### config.mk
export PLATFORM = sky130hd
export DESIGN_NAME = id_ex_stage
export DESIGN_NICKNAME = d
export VERILOG_FILES = /design/src/rtl/id_ex_stage_pkg.sv /design/src/rtl/id_ex_stage_fwd_sel.sv /design/src/rtl/id_ex_stage.sv
export SDC_FILE = /design/constraint.sdc
export NUM_CORES = 1
export LEC_CHECK = 0
export BUFFER_PORTS_ARGS = -buffer_cell sky130_fd_sc_hd__buf_2
export CORE_AREA = 2 2 150 152
export CTS_BUF_LIST = sky130_fd_sc_hd__clkbuf_8
export CTS_CLUSTER_SIZE = 30
export DETAILED_ROUTE_END_ITERATION = 6
export DIE_AREA = 0 0 152 154
export PLACE_DENSITY_LB_ADDON = 0.1
export SYNTH_ARGS = -nofsm -noshare
export SYNTH_HDL_FRONTEND = slang
export SYNTH_HIERARCHICAL = 1
export SYNTH_SLANG_ARGS = --single-unit
### constraint.sdc
create_clock -name CLK -period 3.48 [get_ports CLK]
set_clock_uncertainty 0.05 [all_clocks]
set_input_delay 0.522 -clock CLK [delete_from_list [all_inputs] [get_ports CLK]]
set_output_delay 0.522 -clock CLK [all_outputs]
set_load 0.005 [all_outputs]
### src/rtl/id_ex_stage_pkg.sv
// Shared encodings and bubble values for the ID/EX pipeline register.
// Used by both the top-level stage and the forwarding selector.
package id_ex_stage_pkg;

   // REWR_MUX: what the instruction writes back.
   localparam logic [1:0] REWR_NONE   = 2'b00;
   localparam logic [1:0] REWR_LOAD   = 2'b01;
   localparam logic [1:0] REWR_ALU    = 2'b10;
   localparam logic [1:0] REWR_BRANCH = 2'b11;

   typedef enum logic [1:0] {
      FWD_RF    = 2'b00,
      FWD_EXMEM = 2'b01,
      FWD_MEMWB = 2'b10
   } fwd_t;

   // Control values that make the EX slot architecturally inert.
   localparam logic       BUBBLE_RF_WE     = 1'b0;
   localparam logic       BUBBLE_D_MEM_WEN = 1'b1;
   localparam logic [3:0] BUBBLE_D_MEM_BE  = 4'b0000;
   localparam logic [1:0] BUBBLE_REWR_MUX  = REWR_NONE;
   localparam logic [4:0] BUBBLE_RD        = 5'd0;
   localparam logic       BUBBLE_PCMUX     = 1'b0;
   localparam logic       BUBBLE_ISJALR    = 1'b0;

endpackage

### src/rtl/id_ex_stage_fwd_sel.sv
// Forward-select for one source operand: EX/MEM producer wins over MEM/WB.
// Register x0 is never forwarded.
import id_ex_stage_pkg::*;

module fwd_sel (
   input  logic       use_rs,
   input  logic [4:0] rs,
   input  logic       ex_rf_we,
   input  logic [4:0] ex_rd,
   input  logic       mem_rf_we,
   input  logic [4:0] mem_rd,
   output logic [1:0] fwd
);

   logic live;

   assign live = use_rs && (rs != 5'd0);

   always_comb begin
      fwd = FWD_RF;
      if (live && ex_rf_we && (rs == ex_rd)) begin
         fwd = FWD_EXMEM;
      end else if (live && mem_rf_we && (rs == mem_rd)) begin
         fwd = FWD_MEMWB;
      end
   end

endmodule

### src/rtl/id_ex_stage.sv
// ID/EX pipeline register with bubble insertion for load-use stalls and
// wrong-path squash, registered operand-forward selects and an instruction counter.
import id_ex_stage_pkg::*;

module id_ex_stage (
   input  logic        CLK,
   input  logic        RSTn,
   input  logic        IR_WR,
   input  logic        FLUSH,
   input  logic        NUMINSTADD,
   input  logic        RF_WE,
   input  logic        D_MEM_WEN,
   input  logic        AMUX,
   input  logic        ISJALR,
   input  logic        CONDMUX,
   input  logic        PCMUX,
   input  logic [3:0]  D_MEM_BE,
   input  logic [1:0]  BMUX,
   input  logic [1:0]  REWR_MUX,
   input  logic [6:0]  ALU_CONTROL,
   input  logic        USE_RS1_IN,
   input  logic        USE_RS2_IN,
   input  logic [31:0] PC_IN,
   input  logic [31:0] RS1_DATA,
   input  logic [31:0] RS2_DATA,
   input  logic [31:0] IMM,
   input  logic [4:0]  RS1,
   input  logic [4:0]  RS2,
   input  logic [4:0]  RD,
   input  logic [4:0]  MEM_RD,
   input  logic        MEM_RF_WE,
   output logic        EX_RF_WE,
   output logic        EX_D_MEM_WEN,
   output logic        EX_AMUX,
   output logic        EX_ISJALR,
   output logic        EX_CONDMUX,
   output logic        EX_PCMUX,
   output logic [3:0]  EX_D_MEM_BE,
   output logic [1:0]  EX_BMUX,
   output logic [1:0]  EX_REWR_MUX,
   output logic [6:0]  EX_ALU_CONTROL,
   output logic        EX_USE_RS1,
   output logic        EX_USE_RS2,
   output logic [31:0] EX_PC,
   output logic [31:0] EX_RS1_DATA,
   output logic [31:0] EX_RS2_DATA,
   output logic [31:0] EX_IMM,
   output logic [4:0]  EX_RS1,
   output logic [4:0]  EX_RS2,
   output logic [4:0]  EX_RD,
   output logic        EX_VALID,
   output logic [1:0]  FWD_A,
   output logic [1:0]  FWD_B,
   output logic [4:0]  PREV_DEST,
   output logic [1:0]  PREV_REWR_MUX,
   output logic [31:0] NUM_INST
);

   logic        squash_pending_reg;
   logic [31:0] num_inst_reg;
   logic        capture;
   logic [1:0]  fwd_a_next;
   logic [1:0]  fwd_b_next;

   assign capture = IR_WR && !squash_pending_reg;

   // Compared against the instruction currently in EX, i.e. the one ahead.
   fwd_sel u_fwd_a (
      .use_rs    (USE_RS1_IN),
      .rs        (RS1),
      .ex_rf_we  (EX_RF_WE),
      .ex_rd     (EX_RD),
      .mem_rf_we (MEM_RF_WE),
      .mem_rd    (MEM_RD),
      .fwd       (fwd_a_next)
   );

   fwd_sel u_fwd_b (
      .use_rs    (USE_RS2_IN),
      .rs        (RS2),
      .ex_rf_we  (EX_RF_WE),
      .ex_rd     (EX_RD),
      .mem_rf_we (MEM_RF_WE),
      .mem_rd    (MEM_RD),
      .fwd       (fwd_b_next)
   );

   always_ff @(posedge CLK) begin
      if (!RSTn) begin
         squash_pending_reg <= 1'b0;
         num_inst_reg       <= 32'd0;
         EX_RF_WE           <= 1'b0;
         EX_D_MEM_WEN       <= 1'b1;
         EX_AMUX            <= 1'b0;
         EX_ISJALR          <= 1'b0;
         EX_CONDMUX         <= 1'b0;
         EX_PCMUX           <= 1'b0;
         EX_D_MEM_BE        <= 4'd0;
         EX_BMUX            <= 2'd0;
         EX_REWR_MUX        <= 2'd0;
         EX_ALU_CONTROL     <= 7'd0;
         EX_USE_RS1         <= 1'b0;
         EX_USE_RS2         <= 1'b0;
         EX_PC              <= 32'd0;
         EX_RS1_DATA        <= 32'd0;
         EX_RS2_DATA        <= 32'd0;
         EX_IMM             <= 32'd0;
         EX_RS1             <= 5'd0;
         EX_RS2             <= 5'd0;
         EX_RD              <= 5'd0;
         EX_VALID           <= 1'b0;
         FWD_A              <= FWD_RF;
         FWD_B              <= FWD_RF;
      end else if (capture) begin
         // A captured branch/jump marks its fetched successor as wrong-path.
         squash_pending_reg <= FLUSH;
         if (NUMINSTADD) begin
            num_inst_reg <= num_inst_reg + 32'd1;
         end
         EX_RF_WE       <= RF_WE;
         EX_D_MEM_WEN   <= D_MEM_WEN;
         EX_AMUX        <= AMUX;
         EX_ISJALR      <= ISJALR;
         EX_CONDMUX     <= CONDMUX;
         EX_PCMUX       <= PCMUX;
         EX_D_MEM_BE    <= D_MEM_BE;
         EX_BMUX        <= BMUX;
         EX_REWR_MUX    <= REWR_MUX;
         EX_ALU_CONTROL <= ALU_CONTROL;
         EX_USE_RS1     <= USE_RS1_IN;
         EX_USE_RS2     <= USE_RS2_IN;
         EX_PC          <= PC_IN;
         EX_RS1_DATA    <= RS1_DATA;
         EX_RS2_DATA    <= RS2_DATA;
         EX_IMM         <= IMM;
         EX_RS1         <= RS1;
         EX_RS2         <= RS2;
         EX_RD          <= RD;
         EX_VALID       <= NUMINSTADD;
         FWD_A          <= fwd_a_next;
         FWD_B          <= fwd_b_next;
      end else begin
         // Squash survives stalls and is consumed by the first advancing edge.
         if (IR_WR) begin
            squash_pending_reg <= 1'b0;
         end
         EX_RF_WE     <= BUBBLE_RF_WE;
         EX_D_MEM_WEN <= BUBBLE_D_MEM_WEN;
         EX_D_MEM_BE  <= BUBBLE_D_MEM_BE;
         EX_REWR_MUX  <= BUBBLE_REWR_MUX;
         EX_RD        <= BUBBLE_RD;
         EX_PCMUX     <= BUBBLE_PCMUX;
         EX_ISJALR    <= BUBBLE_ISJALR;
         EX_VALID     <= 1'b0;
         FWD_A        <= FWD_RF;
         FWD_B        <= FWD_RF;
      end
   end

   assign PREV_DEST     = EX_RD;
   assign PREV_REWR_MUX = EX_REWR_MUX;
   assign NUM_INST      = num_inst_reg;

endmodule
* After elaboration in Yosys (flattened, before gate mapping) *
Cells that the tools add are included.
Widths: inputs -> output; s select.

word-level totals
  flip-flop bits (word level) = 204
  input port bits = 177
  output and inout bits = 210
  word-level logic and storage cells = 58

operators by class
  bitwise operators = 2
  muxes and demuxes = 6
  add/subtract/negate cells = 1
  eq/ne operators = 4
  reduce and logical (&&, ||, !) cells = 19

operator list
  operator               count
  $add 32x1->32 const B  1
  $eq 5x5->1             4
  $logic_and 1x1->1      11
  $reduce_bool 5->1      2
  $reduce_or 3->1        2
  $mux 1                 4
  $mux 2                 2
  $reduce_and 2->1       2
  $not 1->1              2
  $reduce_bool 2->1      1
  $logic_not 1->1        1

* Logic depth before layout (Yosys ltp) *
  depth in word-level cells = 6
  gate-level depth with buffers = 7
  mapped depth without buffers = 5

* Hierarchy *
Netlist, hierarchy kept.

modules (own cells, without submodules)
  module       area an instance (um2)  sequential area each (um2)  cells each  instances
  id_ex_stage  7,335.8                 4,083.9                     894         1
  fwd_sel      145.1                   0.0                         18          2

* Least setup slack after synthesis *
No wires, ideal clock.

  kind = register to register
  start = register num_inst_reg[0], in the netlist NUM_INST[0]
  end = register num_inst_reg[26], in the netlist NUM_INST[26]
  path buffers = 1
  arrival time = 1.634 ns
  period minus slack after synthesis = 1.755 ns
  required time = 3.360 ns
  stages on the path, launching flop included = 7
  slack = 1.725 ns
  library setup time = 0.070 ns
  cell sequence = dfxtp_1 -> ha_1 -> and2_1 -> clkbuf_1 -> nand4_4 -> or4_1 -> a21oi_1

on the way
  cells in the longest elaborated chain, start to end = 1

ends and longest elaborated chain
  what                      RTL line            RTL
  start: declaration        id_ex_stage.sv:60   logic [31:0] num_inst_reg;
  start signal: assignment  id_ex_stage.sv:118  num_inst_reg <= num_inst_reg + 32'd1;
  $add 32x1->32             id_ex_stage.sv:118

No other way between the ends.
A chain may end at the register's enable or synchronous reset.

* Final worst setup path *
  start = register squash_pending_reg
  end = register num_inst_reg[20], in the netlist NUM_INST[20]

on the way
  cells in the longest elaborated chain, start to end = 3

ends and longest elaborated chain
  what                        RTL line            RTL
  start: declaration          id_ex_stage.sv:59   logic squash_pending_reg;
  start signal: assignment    id_ex_stage.sv:90   squash_pending_reg <= 1'b0;
  start signal: assignment    id_ex_stage.sv:116  squash_pending_reg <= FLUSH;
  start signal: assignment    id_ex_stage.sv:145  squash_pending_reg <= 1'b0;
  $logic_not 1->1             id_ex_stage.sv:65   assign capture = IR_WR && !squash_pending_reg;
  $logic_and 1x1->1           id_ex_stage.sv:65
  $reduce_and 2->1 (no line)  n/a

No other way between the ends.

==> qor.csv <==
stage,metric,value,unit
run_status,outcome,"complete, no violations",
setup_path,path_cells,"and4b_1, nand4_1, or3_1, a21oi_1",
clocking,cts_max_level,2,
timing,drv_slew,0,
place,portBuffers,386,
setup_path,startpoint_type,flip-flop,
clocking,cts.sinks,204,
place,gp_congestion,0.784,
synthesis,synth_fp_nets,1108,
setup_path,slowest_delay,0.63,ns
timing,setup_viol_count_final,0,
layout,syn2layout_area_growth,36.0,%
timing,setup_tns,0,ns
timing,rsz0062_at_grt,false,
route,initialDrtViolationCount,413,
floorplanning,die_area,23400,µm²
clocking,tritoncts,yes,
route,routed_wl,25500,µm
setup_path,slowest_stage,and4b_1,
setup_path,timing.rr.end,NUM_INST[20]$_SDFFE_PN0P_,
worst_hold_path,hold_path.class,in2reg,
timing,fin_ws,1.33,ns
timing,min_period_over_period,61.7,%
synthesis,yosysTopAreaCellShare,53.6,%
floorplanning,core,21700,µm²
global_routing,first_global_vias,7115,
global_routing,grt_max_degree,106,
setup_path,worstPathArrival,2.52,ns
clocking,ctsLongestPathBuffers,3,
layout,final_core_util,47.8,%
clocking,numCtsBuffers,37,
clocking,path_clk_slew,0.06,ns
setup_path,r2r_setup_slack,1.33,ns
synthesis,yosys_warnings,6,
setup_path,critPathKind,reg2reg,
route,routedWlPerCell,16.0,µm
setup_path,crit_required,3.86,ns
global_routing,grt_pass1_wl,39300,µm
worst_hold_path,min-delay-start,D_MEM_WEN,
floorplanning,die_x,152,µm
floorplanning,start_util,35.2,%
global_routing,grt_use_total,20.8,%
global_routing,grt_overflow,0,
job,drv_cap,0,
setup_path,cp_max_fo,11,
setup_path,critPathTopFamily,simple AND/OR/NAND/NOR gates,
clocking,ctsResizeCount,0,
floorplanning,fp-row-count,54,
synthesis,netlist_area,7630,µm²
power_and_ir_drop,p_leak,4.99,nW
setup_path,r2r_start,squash_pending_reg$_SDFFE_PN0P_,
worst_hold_path,min_to,EX_D_MEM_WEN$_SDFF_PN1_,
power_and_ir_drop,p_per_area,492,nW/µm²
route,drtAntennaViolNets,0,
timing,timing.final.crit_period,2.15,ns
route,drtPass1Iterations,4,
layout,drive_gt1_share,34.4,%
route,remaining_drc_errors,0,
clocking,clk-insertion-delay-late,0.51,ns
synthesis,synth.distinct_cells,31,
global_routing,antenna_found_initial,2,
floorplanning,io_pins,387,
timing,fmax,466,MHz
timing,maxSlewHeadroom,41.8,%
synthesis,synthTopCellsByArea,"dfxtp_1 (54%), nand2_1 (15%), a21oi_1 (11%)",
timing,hold_violations,0,
synthesis,syn_avg_cell_area,8.20,µm²
synthesis,synthCells,930,
timing,tightest_slew,0.873,ns
route,num_vias,7615,
floorplanning,die_h,154,µm
place,dp_hpwl,18100,µm
clocking,clockRootBuffer,clkbuf_8,
clocking,postCtsSetupBuffers,0,
power_and_ir_drop,peakVddDrop,0.276,mV
synthesis,synth_top_cell_by_area,dfxtp_1,
setup_path,cp-end-kind,flip-flop,
route,via_per_inst,4.78,
clocking,cts_hold_buf,0,
setup_path,r2r_cells,4,
layout,nets,1469,
worst_hold_path,holdPathStages,2,
synthesis,ys_seq_elements,204,
place,preCtsSetupSlack,1.12,ns
synthesis,yosysSeqAreaShare,53.6,%
setup_path,worst-path-buf-inv,0,
per-layer routing:
layer,share of wire [%],GRT usage [%]
met1,41,24.5
met2,48,35.2
met3,8.2,6.57
met4,3.2,8.28
met5,0,0
stage by stage:
step / hold WS, ns / power, mW / cell area, µm² / std cells
5_1_grt: 0.128 / 5.35 / 10400 / 1592
6_report: 0.147 / 5.10 / 10400 / 1592
3_5_place_dp: 0.393 / 3.13 / 9730 / 1532
4_1_cts: 0.109 / 5.18 / 10400 / 1590
2_1_floorplan: 0.403 / 2.81 / 7630 / 930
3_3_place_gp: 0.389 / 3.12 / 9730 / 1532
cells by family after synthesis:
| family | count (synthesis) | synth area share, % |
|---|---|---|
| buffers and inverters | 78 | 4.50 |
| flip-flops | 204 | 53.6 |
| XOR/XNOR | 30 | 3.45 |
| AO/OA/AOI/OAI | 195 | 13.5 |
| multiplexers | 1 | 0.131 |
| AND/OR/NAND/NOR | 421 | 24.8 |
| adder cells (fa/ha/maj) | 1 | 0.164 |
cells in the final DEF, fill, tap and decap left out, types with 5 or more instances in the layout:
master,n
or3_1,10
nand2_1,314
nand4_1,13
and2_1,5
o21ai_0,9
buf_4,6
inv_1,18
nor2_1,12
xnor2_1,13
o31ai_1,8
clkbuf_8,42
or4_1,10
xor2_1,17
nand3_1,13
a21oi_1,170
buf_2,386
dfxtp_1,204
and3_1,22
area by class of cell:
class                   instances  area, µm²
fillers                      2238      11300
flip-flops and latches        204       4080
multi-input cells             648       3210
repair buffers                396       2060
clock buffers                  42        578
well taps                     280        350
clock inverters                16       61.3
inverters                       4       20.0
diodes                          2       5.00
cells in the mapped netlist:
library cell and instances:
a21oi_1 170, and2_1 5, and3_1 22, and4_1 4, and4b_1 1, buf_1 5
buf_2 10, buf_4 10, clkbuf_1 49, dfxtp_1 204, ha_1 1, inv_1 4
mux2i_1 1, nand2_1 314, nand2b_1 5, nand3_1 13, nand4_1 13, nand4_4 3
nor2_1 12, nor2b_1 2, nor3_2 4, nor4_1 3, o21ai_0 9, o21ai_2 2
o311ai_0 3, o31ai_1 8, o41ai_1 3, or3_1 10, or4_1 10, xnor2_1 13
xor2_1 17
where the power goes:
group | switching, mW | internal [mW]
Combinational | 0.312 | 0.246
Sequential | 0.0583 | 2.45
Clock | 0.950 | 1.08
worst max-delay path by stage:
| stage | startpoint | to | slack (ns) | depth (start not counted) |
|---|---|---|---|---|
| 6_report | squash_pending_reg$_SDFFE_PN0P_ | NUM_INST[20]$_SDFFE_PN0P_ | 1.33 | 4 |
| 5_1_grt | squash_pending_reg$_SDFFE_PN0P_ | NUM_INST[20]$_SDFFE_PN0P_ | 1.14 | 4 |
| 4_1_cts | squash_pending_reg$_SDFFE_PN0P_ | NUM_INST[20]$_SDFFE_PN0P_ | 1.34 | 4 |
| 3_5_place_dp | IR_WR | NUM_INST[18]$_SDFFE_PN0P_ | 1.12 | 5 |
| 3_3_place_gp | IR_WR | NUM_INST[20]$_SDFFE_PN0P_ | 1.11 | 5 |
| 2_1_floorplan | NUM_INST[0]$_SDFFE_PN0P_ | NUM_INST[26]$_SDFFE_PN0P_ | 1.73 | 6 |
No activity file was read; power rests on OpenSTA's default activity.
